**src/rtl/byte_capture.sv**
```systemverilog
// Sink for a handshaked byte stream: captures N bytes into a local buffer,
// keeps a mod-256 checksum and offers a registered read-back port.
module byte_capture #(
  parameter int N  = 8,
  parameter int AW = 3
) (
  input  logic          clk,
  input  logic          rst,
  input  logic          start,
  input  logic          in_valid,
  input  logic [7:0]    in_data,
  output logic          in_ready,
  input  logic [AW-1:0] rd_addr,
  output logic [7:0]    rd_data,
  output logic [AW:0]   count,
  output logic          busy,
  output logic          done,
  output logic          overflow,
  output logic [7:0]    checksum
);

  typedef enum logic [1:0] {IDLE, CAPTURE, DONE} state_t;

  localparam logic [AW:0] LAST = (AW+1)'(N-1);

  state_t      state, state_nx;
  logic        accept;
  logic [7:0]  mem [0:(1<<AW)-1];

  assign accept = in_valid && in_ready;

  always_ff @(posedge clk) begin
    if (rst) state <= IDLE;
    else     state <= state_nx;
  end

  always_comb begin
    state_nx = state;
    case (state)
      IDLE:    if (start) state_nx = CAPTURE;
      CAPTURE: if (accept && count == LAST) state_nx = DONE;
      DONE:    if (start) state_nx = CAPTURE;
      default: state_nx = IDLE;
    endcase
  end

  // Status flags decode straight from the state register, so they carry no
  // combinational path from inputs except in_ready.
  always_comb begin
    in_ready = 1'b0;
    busy     = 1'b0;
    done     = 1'b0;
    case (state)
      CAPTURE: begin in_ready = 1'b1; busy = 1'b1; end
      DONE:    done = 1'b1;
      default: ;
    endcase
  end

  always_ff @(posedge clk) begin
    if (rst) begin
      count    <= '0;
      checksum <= '0;
      overflow <= 1'b0;
      rd_data  <= '0;
    end else begin
      rd_data <= mem[rd_addr];
      case (state)
        IDLE: if (start) begin
          count    <= '0;
          checksum <= '0;
          overflow <= 1'b0;
        end
        CAPTURE: if (accept) begin
          count    <= count + (AW+1)'(1);
          checksum <= checksum + in_data;
        end
        DONE: begin
          if (start) begin
            count    <= '0;
            checksum <= '0;
            overflow <= 1'b0;
          end else if (in_valid) begin
            overflow <= 1'b1;
          end
        end
        default: ;
      endcase
    end
  end

  // Buffer is deliberately not reset; a reset mid-run leaves written bytes.
  always_ff @(posedge clk) begin
    if (accept) mem[count[AW-1:0]] <= in_data;
  end

endmodule

```
**config.mk**
```make
export PLATFORM = sky130hd
export DESIGN_NAME = byte_capture
export DESIGN_NICKNAME = d
export VERILOG_FILES = /design/src/rtl/byte_capture.sv
export SDC_FILE = /design/constraint.sdc
export NUM_CORES = 1
export LEC_CHECK = 0
export BUFFER_PORTS_ARGS = -buffer_cell sky130_fd_sc_hd__buf_2
export CORE_MARGIN = 4
export CORE_UTILIZATION = 45
export CTS_CLUSTER_DIAMETER = 120
export DETAILED_ROUTE_END_ITERATION = 16
export GPL_TIMING_DRIVEN = 0
export PLACE_DENSITY = 0.7
export SLEW_MARGIN = 15
export SYNTH_ARGS = -nofsm -noshare
export SYNTH_HDL_FRONTEND = slang
export SYNTH_SLANG_ARGS = --single-unit
export TNS_END_PERCENT = 1
```
**constraint.sdc**
```tcl
create_clock -name clk -period 2.4 [get_ports clk]
set_input_delay 0.48 -clock clk [delete_from_list [all_inputs] [get_ports clk]]
set_output_delay 0.48 -clock clk [all_outputs]
set_load 0.01 [all_outputs]
```
==> summary.txt, run 1 <==
Final layout
  – ANT cells: 0
  – Most frequent cells in the layout: edfxtp_1, buf_2, dfxtp_1, nor2_1, mux4_2
  – P&R area growth vs syn: 15.6%
  – Fraction of layout cells with a size suffix above 1: 29.5%
  – Final core utilization: 53.3%
  – Nets: 300
  – Filler instances: 665
  – Commonest non-fill, non-tap cell in the layout: edfxtp_1

STA
  – Final slew viol count: 0
  – Final setup fails: 0
  – Final worst path period need: 2.18 ns
  – Worst Tran Pin Value: 0.873 ns
  – Skew final: 0.00884 ns
  – Max transition margin: 41.6%
  – Fin Setup TNS: 0 ns
  – Final hold vios: 0
  – Final hold slack: 0.415 ns
  – RSZ-0062 raised after global routing: false
  – Final Cycle Share: 91.0%
  – Fmax: 458 MHz

Synth
  – Async SR Flop Fraction: 0%
  – Seq/Total Area, Yosys: 67.3%
  – Cell count after synthesis: 228
  – Warnings from Yosys: 0
  – Mean Syn Cell Area: 15.5 um2
  – Post-Syn Nets: 252
  – Number of flops mapped to enable cells by yosys: 64
  – Mapped Area: 3540 um2
  – Top FF cell, synth: edfxtp_1
  – Yosys cell types: 36
  – Yosys reg bits: 87

Clock tree
  – Max Root-Sink Buffers: 2
  – Clock sink total: 87
  – Setup repair bufs after CTS: 0
  – Clock Pin Slew Worst Setup and Hold Paths: 0.08 ns
  – CTS Hold Bufs: 0
  – CTS root buffer: clkbuf_8
  – Clk_lat worst skew: 0.35 ns
  – CTS tree: done
  – H-tree depth: 3
  – Num CTS Buffers: 9

Setup path
  – CP arrival: 2.16 ns
  – Critical Path End Type: flip-flop
  – Startpoint types: flip-flop
  – Critical path type: reg -> reg
  – WP data required: 2.38 ns
  – Worst-path fanout max: 10

Placed design
  – Port buffer count: 35
  – Post-detail-place hpwl: 4670 um
  – RePlAce Congestion: 0.757

Global route
  – Vias in the first global route: 2,079
  – Global route overflow: 0
  – Initial antenna violation count: 0
  – First-pass GRT wire length: 10,800 um
  – Largest net degree at the start of global routing: 16
  – Gr usage total: 15.2%

Route
  – DR WL/cell: 17.5 um
  – Vias per cell: 5.31
  – DRT Pass-1 Iters: 4
  – DRT Wirelength: 6720 um
  – DRC Markers: 0
  – Final antenna-violating net count: 0
  – Drt initial violations: 108
  – Vias after detailed routing: 2,035

Power
  – VDD IR max: 0.000400 V
  – Leakage: 1.48 nW
  – Final Power: 2.85 mW
  – Power Dens Cells: 697 nW/um2

Floorplan
  – Initial core utilization: 46.1%
  – Chip Height: 96.7 um
  – Die area: 9350 um2
  – Core ar.: 7690 um2
  – Die Width: 96.7 um
  – # IOs: 39
  – Row count: 32

Run status
  – Status: finished clean

Job
  – Max_cap viols: 0

Min path
  – HP Class: in -> reg
## per-layer routing
metal / vias up / global-route usage, % / share of wire [%]
met3: 5 / 5.55 / 7.1
met2: 61 / 24.6 / 50
met1: 1002 / 19.7 / 42
li1: 967 / - / -
met4: 0 / 3.56 / 1.0
met5: - / 0 / 0
## stage by stage
step           area [um2]  std cells  worst slack [ns]
2_1_floorplan        3540        228             0.191
3_3_place_gp         3840        365            -0.589
3_5_place_dp         3880        367             0.143
4_1_cts              4080        383             0.111
5_1_grt              4090        383            0.0323
6_report             4090        383             0.216
## worst paths after layout
| check | from | to | slack, ns | cells past startpoint |
|---|---|---|---|---|
| worst max-delay path | state[0]$_SDFFE_PP0P_ | mem[2][3]$_DFFE_PP_ | 0.22 | 4 |
| worst min register to register | checksum[5]$_SDFFE_PP0P_ | checksum[5]$_SDFFE_PP0P_ | 0.47 | 2 |
| worst max register to register | state[0]$_SDFFE_PP0P_ | mem[2][3]$_DFFE_PP_ | 0.22 | 4 |
| worst min-delay path | start | state[1]$_SDFFE_PP0P_ | 0.42 | 3 |
## timing repair
item	in CTS	in global routing
endpoints found under the hold margin	0	0
setup endpoints to repair	0	11
gates resized for setup	0	2
## synthesized netlist by cell type (5+ instances only)
master | count | area (um2)
nand2b_1 | 5 | 31.3
nor2_1 | 16 | 60.1
nor3_1 | 8 | 40.0
o21ai_1 | 5 | 25.0
nand3_1 | 7 | 35.0
edfxtp_1 | 64 | 1920
nand2_1 | 13 | 48.8
dfxtp_1 | 23 | 460
mux4_2 | 16 | 360
a21oi_1 | 13 | 65.1
ha_1 | 8 | 100
mux2i_1 | 8 | 80.1
## worst max-delay path: stages (launching register included)
cell and delay [ns]:
dfxtp_1 0.39, nor2b_1 0.29, nand2_1 0.13, clkbuf_1 0.31
nor3_2 0.70
## report_power, final
| group | leakage [nW] | internal, mW | switching, mW |
|---|---|---|---|
| Combinational | 0.624 | 0.0894 | 0.121 |
| Clock | 0.0937 | 0.483 | 0.515 |
| Sequential | 0.765 | 1.63 | 0.0125 |
## flip-flops by register name (all words and copies together) (netlist names)
name and flops:
state 2, overflow 1, mem 64, count 4, checksum 8, rd_data 8
## cell type report
cell class / count / area [um2] / area share, %
inverters: 1 / 3.75 / 0.0917
well taps: 102 / 128 / 3.12
flip-flops and latches: 87 / 2380 / 58.2
repair buffers: 37 / 188 / 4.58
clock buffers: 9 / 124 / 3.03
clock inverters: 7 / 71.3 / 1.74
multi-input cells: 129 / 1130 / 27.6
plain buffers: 11 / 67.6 / 1.65
## logic make-up (layout without fill, tap and decap cells)
logic type | after synthesis | in the layout | share of synthesized area, %
xor+xnor | 7 | 7 | 1.73
flops | 87 | 87 | 67.3
simple gates | 60 | 60 | 8.27
buf+inv | 12 | 65 | 2.01
fa+ha+maj | 9 | 9 | 3.39
mux | 24 | 24 | 12.4
compound gates | 29 | 29 | 4.91
Power figures use the tool's default switching activity.
==> run 2, diff against run 1 <==
Settings changed: CORE_UTILIZATION 45 to 30, PLACE_DENSITY 0.7 to 0.52.
==> summary.txt, run 2 (synthesized netlist as in run 1, its figures left out) <==
Clock tree
  – Clock sink total: 87 (unchanged)
  – Clock Pin Slew Worst Setup and Hold Paths: 0.06 ns (was 0.08 ns)
  – Max Root-Sink Buffers: 2 (unchanged)
  – CTS root buffer: clkbuf_16 (was clkbuf_8)
  – CTS tree: done (unchanged)
  – Post-CTS sizing: 0 (unchanged)
  – Setup repair bufs after CTS: 0 (unchanged)
  – Clk_lat worst skew: 0.33 ns (was 0.35 ns)
  – H-tree depth: 3 (unchanged)
  – Num CTS Buffers: 9 (unchanged)
  – CTS Hold Bufs: 0 (unchanged)

Final layout
  – Fin cells: 425 (was 383)
  – Most frequent cells in the layout: edfxtp_1, buf_2, dfxtp_1, nor2_1, mux4_2 (unchanged)
  – FF/Latch Area: 2380 um2 (unchanged)
  – Commonest non-fill, non-tap cell in the layout: edfxtp_1 (unchanged)
  – Fraction of layout cells with a size suffix above 1: 28.7% (was 29.5%)
  – Nets: 301 (was 300)
  – Max reg flops: 64 (unchanged)
  – P&R area growth vs syn: 18.8% (was 15.6%)
  – Multi-input logic area: 1110 um2 (was 1130 um2)
  – ANT cells: 0 (unchanged)
  – Filler instances: 1,096 (was 665)

Setup path
  – Crit-path cells: nor2b_1 -> nand2_1 -> clkbuf_1 -> nor3_2 (unchanged)
  – Worst-path fanout max: 10 (unchanged)
  – Startpoint types: flip-flop (unchanged)
  – Critical path's slowest cell: nor3_2 (unchanged)
  – WP data required: 2.36 ns (was 2.38 ns)
  – Slowest stage delay, CP: 0.71 ns (was 0.70 ns)
  – CP arrival: 2.07 ns (was 2.16 ns)
  – Critical Path End Type: flip-flop (unchanged)
  – Worst path bufs/invs: 1 (unchanged)
  – Critical path type: reg -> reg (unchanged)
  – CP delay by family, top: simple AND/OR/NAND/NOR gates (unchanged)

Global route
  – Initial antenna violation count: 0 (unchanged)
  – Gr usage total: 12.0% (was 15.2%)
  – Global route overflow: 0 (unchanged)
  – First-pass GRT wire length: 11,900 um (was 10,800 um)
  – Vias in the first global route: 2,142 (was 2,079)
  – Largest net degree at the start of global routing: 14 (was 16)

Floorplan
  – Core ar.: 11,500 um2 (was 7690 um2)
  – Chip Height: 117 um (was 96.7 um)
  – Die Width: 117 um (was 96.7 um)
  – # IOs: 39 (unchanged)
  – Die area: 13,600 um2 (was 9350 um2)
  – Row count: 39 (was 32)
  – Initial core utilization: 30.9% (was 46.1%)

Route
  – DRT Pass-1 Iters: 4 (unchanged)
  – Vias after detailed routing: 2,044 (was 2,035)
  – Metal-1 WL: 3220 um (was 2830 um)
  – DRT Wirelength: 7490 um (was 6720 um)
  – DR top layer: met4 (unchanged)
  – Vias per cell: 4.81 (was 5.31)
  – Routed wl met2: 3860 um (was 3350 um)
  – Drt initial violations: 98 (was 108)
  – DRC Markers: 0 (unchanged)
  – Final antenna-violating net count: 0 (unchanged)
  – Routed wl met3: 309 um (was 476 um)
  – DR WL/cell: 17.6 um (was 17.5 um)

STA
  – Worst Tran Pin Value: 0.945 ns (was 0.873 ns)
  – Max transition margin: 36.8% (was 41.6%)
  – Final worst path period need: 2.12 ns (was 2.18 ns)
  – Fmax: 473 MHz (was 458 MHz)
  – Final slew viol count: 0 (unchanged)
  – RSZ-0062 raised after global routing: false (unchanged)
  – Skew final: 0.00810 ns (was 0.00884 ns)
  – Final hold vios: 0 (unchanged)
  – Final setup fails: 0 (unchanged)
  – Fin Setup TNS: 0 ns (unchanged)
  – Final Cycle Share: 88.2% (was 91.0%)

Power
  – Leakage: 1.52 nW (was 1.48 nW)
  – Power Dens Cells: 739 nW/um2 (was 697 nW/um2)
  – VDD IR max: 0.000379 V (was 0.000400 V)

Placed design
  – Post-detail-place hpwl: 5220 um (was 4670 um)
  – Cells after DPL: 409 (was 367)
  – RePlAce Congestion: 0.706 (was 0.757)
  – Port buffer count: 35 (unchanged)

Min path
  – HP Class: in -> reg (unchanged)

Job
  – Max_cap viols: 0 (unchanged)

Run status
  – Status: finished clean (unchanged)
-- run 2: cell count changes in the layout (fill, tap and decap cells not counted), sizes merged --
cell	previous run	this run
bufinv	1	0
clkbuf	14	16
inv	3	1
clkinv	2	4
buf	43	44
clkinvlp	2	1
-- run 2: worst reg2reg max path, stage by stage, from the launching register on --
cell and delay [ns]:
dfxtp_1 0.38, nor2b_1 0.27, nand2_1 0.11, clkbuf_1 0.27, nor3_2 0.71
-- run 2: layer usage --
layer | track usage (%) | up-vias
met4 | 3.98 | 0
met2 | 20.9 | 34
li1 | - | 973
met5 | 0 | -
met3 | 3.68 | 9
met1 | 14.2 | 1028
-- run 2: through the flow --
| step | util [%] | cell area, um2 | hold slack (ns) | power [mW] | setup WS [ns] |
|---|---|---|---|---|---|
| floorplan | - | 3540 | 0.485 | 1.81 | 0.191 |
| global placement | 34.0 | 3900 | 0.467 | 1.89 | -0.661 |
| detailed placement | 34.4 | 3940 | 0.472 | 1.90 | 0.198 |
| CTS | 36.7 | 4210 | 0.436 | 3.15 | 0.213 |
| global route | 36.7 | 4210 | 0.458 | 3.23 | 0.103 |
| finish | 36.7 | 4210 | 0.443 | 3.11 | 0.284 |
-- run 2: report_power, final --
| group | internal, mW | switching, mW | total, mW | leakage [nW] |
|---|---|---|---|---|
| logic | 0.0887 | 0.122 | 0.211 | 0.628 |
| registers | 1.64 | 0.0127 | 1.65 | 0.765 |
| clock network | 0.717 | 0.534 | 1.25 | 0.128 |
-- run 2: final timing paths --
path	start	endpoint	slack, ns	depth (start not counted)
min	in_data[0]	mem[2][0]$_DFFE_PP_	0.44	1
min reg2reg	checksum[4]$_SDFFE_PP0P_	checksum[4]$_SDFFE_PP0P_	0.47	2
max	state[0]$_SDFFE_PP0P_	mem[2][5]$_DFFE_PP_	0.28	4
max reg2reg	state[0]$_SDFFE_PP0P_	mem[2][5]$_DFFE_PP_	0.28	4
-- run 2: final cells by class --
type,instances,area share (%)
tap,143,4.25
clock inverter,5,0.565
timing repair buffer,38,4.64
clock buffer,11,5.77
buffer,11,1.61
inverter,1,0.0892
sequential,87,56.6
multi-input combinational,129,26.5
==> run 3, diff against run 2 <==
Settings changed: CORE_ASPECT_RATIO set to 1.75.
==> summary.txt, run 3 (synthesized netlist as in run 1, its figures left out) <==
Run status
  – Status: finished clean (unchanged)

Final layout
  – Commonest non-fill, non-tap cell in the layout: edfxtp_1 (unchanged)
  – Fraction of layout cells with a size suffix above 1: 30.6% (was 28.7%)
  – ANT cells: 0 (unchanged)
  – Multi-input logic area: 1110 um2 (unchanged)
  – Filler instances: 1,122 (was 1,096)
  – FF/Latch Area: 2380 um2 (unchanged)
  – Max reg flops: 64 (unchanged)
  – P&R area growth vs syn: 21.2% (was 18.8%)
  – Most frequent cells in the layout: edfxtp_1, buf_2, dfxtp_1, nor2_1, mux4_2 (unchanged)
  – Final instance area: 4290 um2 (was 4210 um2)
  – Nets: 303 (was 301)

Route
  – Vias per cell: 4.94 (was 4.81)
  – DRT Pass-1 Iters: 4 (unchanged)
  – DRC Markers: 0 (unchanged)
  – DR WL/cell: 17.8 um (was 17.6 um)
  – DRT Wirelength: 7450 um (was 7490 um)
  – Drt initial violations: 105 (was 98)
  – Final antenna-violating net count: 0 (unchanged)
  – Vias after detailed routing: 2,071 (was 2,044)

STA
  – RSZ-0062 raised after global routing: false (unchanged)
  – Fin worst setup slack: 0.253 ns (was 0.284 ns)
  – Final worst path period need: 2.15 ns (was 2.12 ns)
  – Final slew viol count: 0 (unchanged)
  – Max transition margin: 40.6% (was 36.8%)
  – Skew final: 0.00626 ns (was 0.00810 ns)
  – Fmax: 466 MHz (was 473 MHz)
  – Worst Tran Pin Value: 0.887 ns (was 0.945 ns)
  – Final hold vios: 0 (unchanged)
  – Final setup fails: 0 (unchanged)
  – Final Cycle Share: 89.5% (was 88.2%)

Floorplan
  – Chip Height: 152 um (was 117 um)
  – Initial core utilization: 30.6% (was 30.9%)
  – Row count: 52 (was 39)
  – # IOs: 39 (unchanged)
  – Die Width: 90.1 um (was 117 um)
  – Core ar.: 11,600 um2 (was 11,500 um2)
  – Die area: 13,700 um2 (was 13,600 um2)

Power
  – VDD IR max: 0.000351 V (was 0.000379 V)
  – Leakage: 1.57 nW (was 1.52 nW)
  – Power Dens Cells: 796 nW/um2 (was 739 nW/um2)

Clock tree
  – CTS Hold Bufs: 0 (unchanged)
  – H-tree depth: 3 (unchanged)
  – Post-CTS sizing: 0 (unchanged)
  – Setup repair bufs after CTS: 0 (unchanged)
  – Clk_lat worst skew: 0.34 ns (was 0.33 ns)
  – Max Root-Sink Buffers: 2 (unchanged)
  – CTS root buffer: clkbuf_16 (unchanged)
  – Num CTS Buffers: 9 (unchanged)
  – Clock sink total: 87 (unchanged)
  – Clock Pin Slew Worst Setup and Hold Paths: 0.06 ns (about the same)
  – CTS tree: done (unchanged)

Job
  – Max_cap viols: 0 (unchanged)

Global route
  – First-pass GRT wire length: 11,300 um (was 11,900 um)
  – Gr usage total: 11.3% (was 12.0%)
  – Initial antenna violation count: 0 (unchanged)
  – Largest net degree at the start of global routing: 15 (was 14)
  – Vias in the first global route: 2,037 (was 2,142)
  – Global route overflow: 0 (unchanged)

Setup path
  – Critical path's slowest cell: nor4_2 (was nor3_2)
  – Worst-path fanout max: 10 (unchanged)
  – Startpoint types: flip-flop (unchanged)
  – Critical Path End Type: flip-flop (unchanged)
  – Critical path type: reg -> reg (unchanged)
  – CP delay by family, top: simple AND/OR/NAND/NOR gates (unchanged)
  – Crit-path cells: nor2b_1 -> nand2_1 -> clkbuf_1 -> nor4_2 -> buf_4 (was nor2b_1 -> nand2_1 -> clkbuf_1 -> nor3_2)
  – Worst path bufs/invs: 2 (was 1)
  – WP data required: 2.44 ns (was 2.36 ns)
  – Slowest stage delay, CP: 0.51 ns (was 0.71 ns)
  – CP arrival: 2.19 ns (was 2.07 ns)

Placed design
  – Port buffer count: 35 (unchanged)
  – Dpl cell area: 3950 um2 (was 3940 um2)
  – Pre-CTS setup slack: 0.219 ns (was 0.198 ns)
  – RePlAce Congestion: 0.783 (was 0.706)
  – Post-detail-place hpwl: 5490 um (was 5220 um)

Min path
  – HP Class: in -> reg (unchanged)
## run 3: changes by cell type in the layout (fill, tap and decap cells not counted)
| cell | delta |
|---|---|
| bufinv_16 | +2 |
| buf_4 | +3 |
| clkbuf_16 | +1 |
| clkinv_1 | -3 |
| clkinv_2 | +1 |
| buf_2 | -1 |
| clkbuf_1 | -1 |
## run 3: area by class of cell
class                      instances  area share [%]
buffer                            11            1.57
clock buffer                      11            6.15
clock inverter                     5            1.81
inverter                           1          0.0875
multi-input combinational        129            26.0
sequential                        87            55.5
tap                              135            3.94
timing repair buffer              40            4.96
## run 3: metal layers
metal	wire length, um	global-route usage, %
met1	2720	11.3
met4	138	5.06
met5	0	0
met3	234	2.62
met2	4350	22.2
## run 3: report_power, final
part           internal (mW)  switching (mW)
Sequential              1.64          0.0120
Clock                  0.999           0.553
Combinational         0.0896           0.126
## run 3: worst reg2reg max path, cell delays in order, from the launching register on
cell and delay (ns):
dfxtp_1 0.37, nor2b_1 0.29, nand2_1 0.11, clkbuf_1 0.29, nor4_2 0.51, buf_4 0.27
## run 3: stage by stage
stage          total power [mW]  hold WS [ns]  utilization [%]  setup TNS, ns  instances
3_3_place_gp               1.90         0.452             33.6         -14.82        398
6_report                   3.41         0.451             37.1              0        419
4_1_cts                    3.45         0.447             37.1              0        419
2_1_floorplan              1.81         0.485                -              0        228
3_5_place_dp               1.90         0.466             34.1              0        403
5_1_grt                    3.52         0.462             37.1              0        419
## run 3: final timing paths
| path | cells past startpoint | endpoint | slack [ns] | startpoint |
|---|---|---|---|---|
| max | 5 | mem[0][1]$_DFFE_PP_ | 0.25 | state[0]$_SDFFE_PP0P_ |
| min | 3 | state[1]$_SDFFE_PP0P_ | 0.45 | start |
| max reg2reg | 5 | mem[0][1]$_DFFE_PP_ | 0.25 | state[0]$_SDFFE_PP0P_ |
| min reg2reg | 2 | checksum[4]$_SDFFE_PP0P_ | 0.47 | checksum[4]$_SDFFE_PP0P_ |
